File: config.mk
export PLATFORM = sky130hd
export DESIGN_NAME = warp_fetcher
export DESIGN_NICKNAME = d
export VERILOG_FILES = /design/src/rtl/warp_fetcher.sv
export SDC_FILE = /design/constraint.sdc
export NUM_CORES = 2
export LEC_CHECK = 0
export ABC_AREA = 1
export BUFFER_PORTS_ARGS = -buffer_cell sky130_fd_sc_hd__clkbuf_2
export CORE_MARGIN = 4
export CORE_UTILIZATION = 40
export CTS_CLUSTER_DIAMETER = 80
export DETAILED_ROUTE_END_ITERATION = 10
export SLEW_MARGIN = 15
export SYNTH_ARGS = -nofsm -noshare
export SYNTH_HDL_FRONTEND = slang
export SYNTH_SLANG_ARGS = --single-unit
File: constraint.sdc
create_clock -name clk_i -period 3.7 [get_ports clk_i]
set_input_delay 0.185 -clock clk_i [delete_from_list [all_inputs] [get_ports clk_i]]
set_output_delay 0.185 -clock clk_i [all_outputs]
set_load 0.1 [all_outputs]
File: src/rtl/warp_fetcher.sv
// Fetch stage: per-warp PC/mask table with a round-robin pick of one READY warp per cycle into a registered request.
// Launch to fe_valid_o takes two edges; the request holds steady while ic_ready_i is low and refills back-to-back.
module warp_fetcher #(
   parameter int PcWidth   = 32,
   parameter int NumWarps  = 8,
   parameter int WarpWidth = 32,
   parameter int WidWidth  = NumWarps > 1 ? $clog2(NumWarps) : 1
) (
   input  logic                 clk_i,
   input  logic                 rst_i,

   input  logic                 launch_valid_i,
   output logic                 launch_ready_o,
   input  logic [WidWidth-1:0]  launch_wid_i,
   input  logic [PcWidth-1:0]   launch_pc_i,
   input  logic [WarpWidth-1:0] launch_act_mask_i,

   input  logic [NumWarps-1:0]  ib_space_i,

   input  logic                 ic_ready_i,
   output logic                 fe_valid_o,
   output logic [PcWidth-1:0]   fe_pc_o,
   output logic [WarpWidth-1:0] fe_act_mask_o,
   output logic [WidWidth-1:0]  fe_warp_id_o,

   input  logic                 upd_valid_i,
   input  logic [WidWidth-1:0]  upd_wid_i,
   input  logic [PcWidth-1:0]   upd_pc_i,
   input  logic [WarpWidth-1:0] upd_act_mask_i,
   input  logic                 upd_exit_i,

   output logic                 busy_o
);

   typedef enum logic [1:0] {
      ST_INACTIVE = 2'd0,
      ST_READY    = 2'd1,
      ST_WAITING  = 2'd2
   } wstate_e;

   wstate_e              st_q   [NumWarps];
   wstate_e              st_d   [NumWarps];
   logic [PcWidth-1:0]   pc_q   [NumWarps];
   logic [PcWidth-1:0]   pc_d   [NumWarps];
   logic [WarpWidth-1:0] mask_q [NumWarps];
   logic [WarpWidth-1:0] mask_d [NumWarps];

   logic [WidWidth-1:0]  rr_q, rr_d;

   logic                 fe_vld_q,  fe_vld_d;
   logic [PcWidth-1:0]   fe_pc_q,   fe_pc_d;
   logic [WarpWidth-1:0] fe_mask_q, fe_mask_d;
   logic [WidWidth-1:0]  fe_wid_q,  fe_wid_d;

   logic [NumWarps-1:0]  elig;
   logic                 win_found;
   logic [WidWidth-1:0]  win_wid;
   logic                 load_en;
   logic                 launch_fire;
   logic                 upd_fire;
   logic                 upd_retire;
   logic                 busy;

   assign launch_ready_o = (st_q[launch_wid_i] == ST_INACTIVE);
   assign launch_fire    = launch_valid_i && launch_ready_o;
   assign upd_fire       = upd_valid_i && (st_q[upd_wid_i] == ST_WAITING);
   assign upd_retire     = upd_exit_i || (upd_act_mask_i == '0);
   // Refill decision looks only at registered valid, so fe_valid_o never follows ic_ready_i combinationally.
   assign load_en        = !fe_vld_q || ic_ready_i;

   always_comb begin
      elig = '0;
      for (int w = 0; w < NumWarps; w++) begin
         elig[w] = (st_q[w] == ST_READY) && ib_space_i[w];
      end
   end

   // Scan starts at the round-robin pointer and wraps; first eligible warp wins.
   always_comb begin
      int idx;
      idx       = 0;
      win_found = 1'b0;
      win_wid   = '0;
      for (int k = 0; k < NumWarps; k++) begin
         idx = int'(rr_q) + k;
         if (idx >= NumWarps) begin
            idx = idx - NumWarps;
         end
         if (!win_found && elig[idx]) begin
            win_found = 1'b1;
            win_wid   = WidWidth'(idx);
         end
      end
   end

   always_comb begin
      st_d      = st_q;
      pc_d      = pc_q;
      mask_d    = mask_q;
      rr_d      = rr_q;
      fe_vld_d  = fe_vld_q;
      fe_pc_d   = fe_pc_q;
      fe_mask_d = fe_mask_q;
      fe_wid_d  = fe_wid_q;

      if (launch_fire) begin
         st_d[launch_wid_i]   = ST_READY;
         pc_d[launch_wid_i]   = launch_pc_i;
         mask_d[launch_wid_i] = launch_act_mask_i;
      end

      if (upd_fire) begin
         st_d[upd_wid_i]   = upd_retire ? ST_INACTIVE : ST_READY;
         pc_d[upd_wid_i]   = upd_pc_i;
         mask_d[upd_wid_i] = upd_act_mask_i;
      end

      // Launch and update only touch non-READY warps, so the winner's table entry is unaffected this cycle.
      if (load_en) begin
         if (win_found) begin
            fe_vld_d      = 1'b1;
            fe_pc_d       = pc_q[win_wid];
            fe_mask_d     = mask_q[win_wid];
            fe_wid_d      = win_wid;
            st_d[win_wid] = ST_WAITING;
            rr_d          = (win_wid == WidWidth'(NumWarps - 1)) ? '0 : win_wid + WidWidth'(1);
         end else begin
            fe_vld_d = 1'b0;
         end
      end
   end

   always_ff @(posedge clk_i) begin
      if (rst_i) begin
         for (int w = 0; w < NumWarps; w++) begin
            st_q[w]   <= ST_INACTIVE;
            pc_q[w]   <= '0;
            mask_q[w] <= '0;
         end
         rr_q      <= '0;
         fe_vld_q  <= 1'b0;
         fe_pc_q   <= '0;
         fe_mask_q <= '0;
         fe_wid_q  <= '0;
      end else begin
         st_q      <= st_d;
         pc_q      <= pc_d;
         mask_q    <= mask_d;
         rr_q      <= rr_d;
         fe_vld_q  <= fe_vld_d;
         fe_pc_q   <= fe_pc_d;
         fe_mask_q <= fe_mask_d;
         fe_wid_q  <= fe_wid_d;
      end
   end

   always_comb begin
      busy = fe_vld_q;
      for (int w = 0; w < NumWarps; w++) begin
         if (st_q[w] != ST_INACTIVE) begin
            busy = 1'b1;
         end
      end
   end

   assign busy_o        = busy;
   assign fe_valid_o    = fe_vld_q;
   assign fe_pc_o       = fe_pc_q;
   assign fe_act_mask_o = fe_mask_q;
   assign fe_warp_id_o  = fe_wid_q;

   // Decode must only return a next PC for a warp it was handed; anything else is dropped.
   upd_targets_waiting_a : assert property (@(posedge clk_i) disable iff (rst_i)
      upd_valid_i |-> (st_q[upd_wid_i] == ST_WAITING))
      else $warning("warp_fetcher: update to warp %0d dropped, warp not waiting", upd_wid_i);

endmodule

* Word level (Yosys, flattened, before mapping)
Index checks and enable logic that the tools add are counted.
Cells by class: shifts and indexed selects 0, reductions and logical operators 41, multiply operators 0, divide/modulo/power cells 0, bitwise gates (word level) 9, multiplexer cells 94, equal/unequal tests 10, add/subtract/negate cells 16, $lt $le $gt $ge 22
Operator list (number):
- $bwmux W256 | 4
- $mux W256 | 4
- $mux W32 | 14
- $lt A32 B5 Y1 const B | 8
- $bmux W32 S3 | 2
- $demux W32 S3 | 2
- $mux W16 | 4
- $ge A4 B4 Y1 const B | 10
- $sub A4 B4 Y5 const B | 7
- $mux W1 | 34
- $logic_not A32 Y1 | 1
- $mux W3 | 9
- $bmux W1 S3 | 8
- $logic_and A1 B1 Y1 | 20
- $demux W2 S3 | 3
- $add A3 B3 Y4 const B | 4
- $and A8 B8 Y8 | 2
- $bwmux W16 | 1
- $eq A2 B1 Y1 const B | 8
- $not A8 Y8 | 2
- $or A8 B8 Y8 | 2
- $reduce_bool A2 Y1 | 8
- $mux W2 | 7
- $bmux W2 S3 | 2
- 13 further kinds | 26
Storage, ports and cells: bits in latches 0, word-level logic and storage cells 221, bits in registers 599, memory bits (read-only) 0, output and inout port bits 70, memory bits (writable) 0, memories kept 0

* Longest topological paths before layout
word-level depth 36, depth in mapped cells 25, mapped depth without buffers 22

* Worst setup path before layout
OpenSTA, ideal clock, no wires.
kind register to register, start point reg st_q[1] in the netlist's numbering, end point reg pc_q[38] in the netlist's numbering, path buffers 1, cell stages (with the launch flop) 11, required time 3.630 ns, path slack 0.721 ns, arrival time 2.909 ns, cells stage by stage dfxtp_1 o311ai_0 o2111a_1 nand2_1 nor2_2 nand2_1 inv_2 clkbuf_1 o21ai_0 o21bai_1 a21oi_1
Between the ends: cells in the longest elaborated chain, start to end 8, elaborated cells between the ends (all ways) 13
RTL lines:
- from (decl) | line 41 | wstate_e st_q [NumWarps];
- from (signal assigned) | line 146 | st_q <= st_d;
- $bmux W2 S3 (*) | line 64 | assign launch_ready_o = (st_q[launch_wid_i] == ST_INACTIVE);
- $mux W2 (not written as such) (*) (2 in series) | line 64
- $logic_not A2 Y1 (*) | line 64
- named net launch_ready_o | line 13 | output logic launch_ready_o,
- $logic_and A1 B1 Y1 (*) | line 65 | assign launch_fire = launch_valid_i && launch_ready_o;
- $mux W256 (*) | line 106 | if (launch_fire) begin
- $bwmux W256 | line 114 | pc_d[upd_wid_i] = upd_pc_i;
- $mux W256 (*) | line 112 | if (upd_fire) begin
- to (signal assigned) | line 147 | pc_q <= pc_d;
- to (decl) | line 43 | logic [PcWidth-1:0] pc_q [NumWarps];
Mark *: on every way through the listed nets, which the timed path passes. The rest lies on a longest branch. The select of a mux whose other input is x is not followed. A chain may end at the register's enable or synchronous reset.

* Final worst setup path
start point reg st_q[4] in the netlist's numbering, end point reg pc_q[61] in the netlist's numbering
Between the ends: cells in the longest elaborated chain, start to end 8, elaborated cells between the ends (all ways) 13
RTL lines (line):
- $bmux W2 S3 | 64
- $mux W2 (not written as such) (2 in series) | 64
- $logic_not A2 Y1 | 64
- $logic_and A1 B1 Y1 | 65
- $mux W256 | 106
- $bwmux W256 | 114
- $mux W256 (*) | 112
Every way passes the cells marked *; elsewhere a longest branch is shown, timed or not. The select of a mux whose other input is x is not followed.

==> summary.txt <==
Clock tree
  – H-tree levels: 3
  – Bufs on Longest Clock Path: 3
  – Cts bufs inserted: 71
  – TritonCTS clock tree: built
  – Skew-Pair Late Insertion Delay: 620 ps
  – Total clock sinks: 599
  – Root buf cell: clkbuf_16
  – Reg clk slew, reported paths: 60 ps

Setup path
  – Worst endpoint required time: 4240 ps
  – CP Capture Type: register
  – Worst r2r src: st_q[4]
  – Worst EP arrival: 3930 ps
  – Crit-path slowest cell: dlygate4sd3_1
  – FF-to-FF setup slack: 300 ps
  – Worst Path Class, Setup: register to register
  – CP Cell Sequence: o311ai_0 -> o2111a_1 -> nand2_2 -> nor2_4 -> nand2_4 -> inv_2 -> buf_4 -> o21ai_0 -> o21bai_1 -> a21oi_1 -> dlygate4sd3_1
  – Crit path launch type: register
  – Critical path depth: 11
  – Cell count of the worst reg-to-reg path: 11
  – Worst flop-to-flop path endpoint: pc_q[61]
  – WP buf/inv: 3
  – Worst path top cell family by delay: compound AO/OA/AOI/OAI gates
  – Critical path fanouts, max: 21
  – Max incr delay on CP: 570 ps

Routing
  – ANT nets after route: 0
  – DR iter-0 viols: 3314
  – WL/cell: 20.4 um
  – Via density: 5.56
  – Drt pass-1 iters: 6
  – DRC: 0
  – Routed wire length: 126 mm
  – Routed via count: 34364

Layout
  – Nets: 5228
  – Area growth syn-to-layout: 18.9%
  – Sequential cell area: 0.0120 mm2
  – Final instance area: 0.0379 mm2
  – Share of layout cells above drive strength 1: 10.5%
  – Multi-input logic area: 0.0169 mm2
  – Fillers: 8145

Hold path
  – Hold path startpoint: upd_act_mask_i[31]
  – HP Class: input port to register
  – Endpoint, Worst Hold: mask_q[223]
  – Worst Hold Depth: 3

Global route
  – Initial antenna violation count: 5
  – First-pass GRT wire length: 192 mm
  – Largest net degree at the start of global routing: 135
  – Global route overflow: 0
  – GRT Total Usage: 28.6%
  – Vias in the first global route: 31530

STA
  – Setup WS post-layout: 305 ps
  – Least-Margin Pin Slew: 1110 ps
  – Max frequency: 295 MHz
  – Max_slew headroom: 25.9%
  – Final hold vios: 0
  – Pins Over Slew Limit: 0
  – Fin Clk Skew: 25.7 ps
  – Fin crit share: 91.8%
  – Final setup viols: 0
  – RSZ-0062 raised after global routing: no
  – Minimum clock period: 3400 ps
  – Setup tns final: 0 ps

Placement
  – Detail Placement HPWL: 69.3 mm
  – Cell Area, Placed: 0.0338 mm2
  – PortBufs: 217
  – Post-place setup slack: 465 ps
  – GPL Wtd Cong: 0.945

Floorplan
  – Row count: 103
  – Initial core utilization: 40.3%
  – Die Y: 290 um
  – Full die area: 0.0842 mm2
  – I/O pin count: 218
  – Core Area: 0.0790 mm2
  – DIE WIDTH: 290 um

Yosys
  – Ys Warns: 0
  – Most instantiated cells after synthesis: nand2_1 (1438), dfxtp_1 (599), o21ai_0 (588), a21oi_1 (400), nor2_1 (351)
  – Mean Syn Cell Area: 6.47 um2
  – Post-synthesis sequential area ratio: 37.7%
  – Cell with the most instances after synthesis: nand2_1
  – Post-synth EDFFs: 0
  – Area contributors post-synth: dfxtp_1 (38%), nand2_1 (17%), o21ai_0 (9.2%)
  – Leading area contributor after synthesis: dfxtp_1
  – Yosys cell types: 44
  – Post-synth top area share: 37.7%
  – Mapped Cells: 4920
  – Async set-reset flop share out of synthesis: 0%
  – Synth Register Bits: 599
  – Synthesized Nets: 5071
  – Ys flop type: dfxtp_1
  – Synthesized area: 0.0318 mm2

Power and ir drop
  – PwrDens: 825 mW/mm2
  – Worst vdd ir: 0.00149 V
  – Lkg Pwr: 15.2 nW

Flow run
  – Maxcap violations: 0

Outcome
  – Status: finished, final reports clean
[report_power, final]
part           leakage [nW]  internal [mW]  switching (mW)  total [mW]
clock                  1.16           4.33            2.93        7.26
sequential             4.86           6.97           0.305        7.27
combinational          9.17           3.79            12.9        16.7
[tightest hold or removal path, cell delays in order]
cell and delay (ps):
clkbuf_2 200, o21ai_0 200, a31oi_1 50
[area by class of cell]
cell class	count	area share, %
Antenna cell	3	0.0198
Tap cell	1050	3.47
Multi-Input combinational cell	3592	44.7
Sequential cell	599	31.7
Clock buffer	102	5.51
Timing Repair Buffer	482	10.6
Inverter	331	3.34
Clock inverter	18	0.704
[flip-flops by register name (all words and copies together) (netlist names)]
name and count:
st_q 16, fe_pc_o 32, pc_q 256, rr_q 3, fe_warp_id_o 3, fe_act_mask_o 32, mask_q 256, fe_valid_o 1
[routing by layer]
metal	routed length, um	vias to the layer above	track usage [%]
met5	28	-	0
met4	2900	4	7.66
met3	9520	210	3.87
met2	57800	1433	47.1
met1	55900	16102	39.4
li1	-	16615	-
[worst max-delay path by stage]
stage	slack, ps	from	end
global route	80	rr_q[1]	fe_pc_o[9]
global placement	470	launch_wid_i[0]	pc_q[60]
finish	300	st_q[4]	pc_q[61]
CTS	70	st_q[0]	pc_q[41]
floorplan	720	st_q[1]	pc_q[38]
detailed placement	460	rr_q[0]	fe_pc_o[8]
[cells by family (layout without fill, tap and decap cells)]
kind of cell | count (synthesis) | after routing | share of synthesized area, %
other | 0 | 3 | 0
multiplexers | 48 | 48 | 1.70
flip-flops | 599 | 599 | 37.7
AND/OR/NAND/NOR | 2154 | 2154 | 27.4
adder cells (fa/ha/maj) | 3 | 3 | 0.118
AO/OA/AOI/OAI | 1384 | 1384 | 23.4
buffers and inverters | 729 | 933 | 9.66
XOR/XNOR | 3 | 3 | 0.106
[metrics by stage]
stage,cells,util (%),hold WS [ps],power (mW)
floorplan,4920,-,323,18.1
global placement,5884,42.8,457,23.6
detailed placement,5884,42.8,462,23.6
CTS,6174,47.9,20.6,31.0
global route,6176,47.9,61.0,32.6
finish,6177,47.9,72.7,31.2
[layout by cell type (no fill, tap or decap), types with 30 or more instances in the layout]
| master | synthesis | routed |
|---|---|---|
| mux2_2 | 48 | 48 |
| o21bai_1 | 32 | 32 |
| clkbuf_2 | 1 | 216 |
| nor2_1 | 351 | 346 |
| o22ai_1 | 30 | 30 |
| dlygate4sd3_1 | 0 | 170 |
| a21oi_1 | 400 | 400 |
| inv_1 | 312 | 309 |
| buf_12 | 0 | 39 |
| buf_4 | 27 | 56 |
| dfxtp_1 | 599 | 599 |
| o21ai_0 | 588 | 588 |
| a31oi_1 | 193 | 193 |
| a211oi_1 | 30 | 30 |
| nand2_1 | 1438 | 1428 |
| nand3_1 | 295 | 294 |
| o21ai_1 | 89 | 89 |
| clkbuf_16 | 0 | 75 |
[timing repair]
item,in CTS,in global routing
endpoints found under the hold margin,484,0
endpoints found under the setup margin,0,23
gates resized for setup,0,2
hold buffers,170,0
buffers inserted,0,0
No activity file was read; power rests on OpenSTA's default activity.
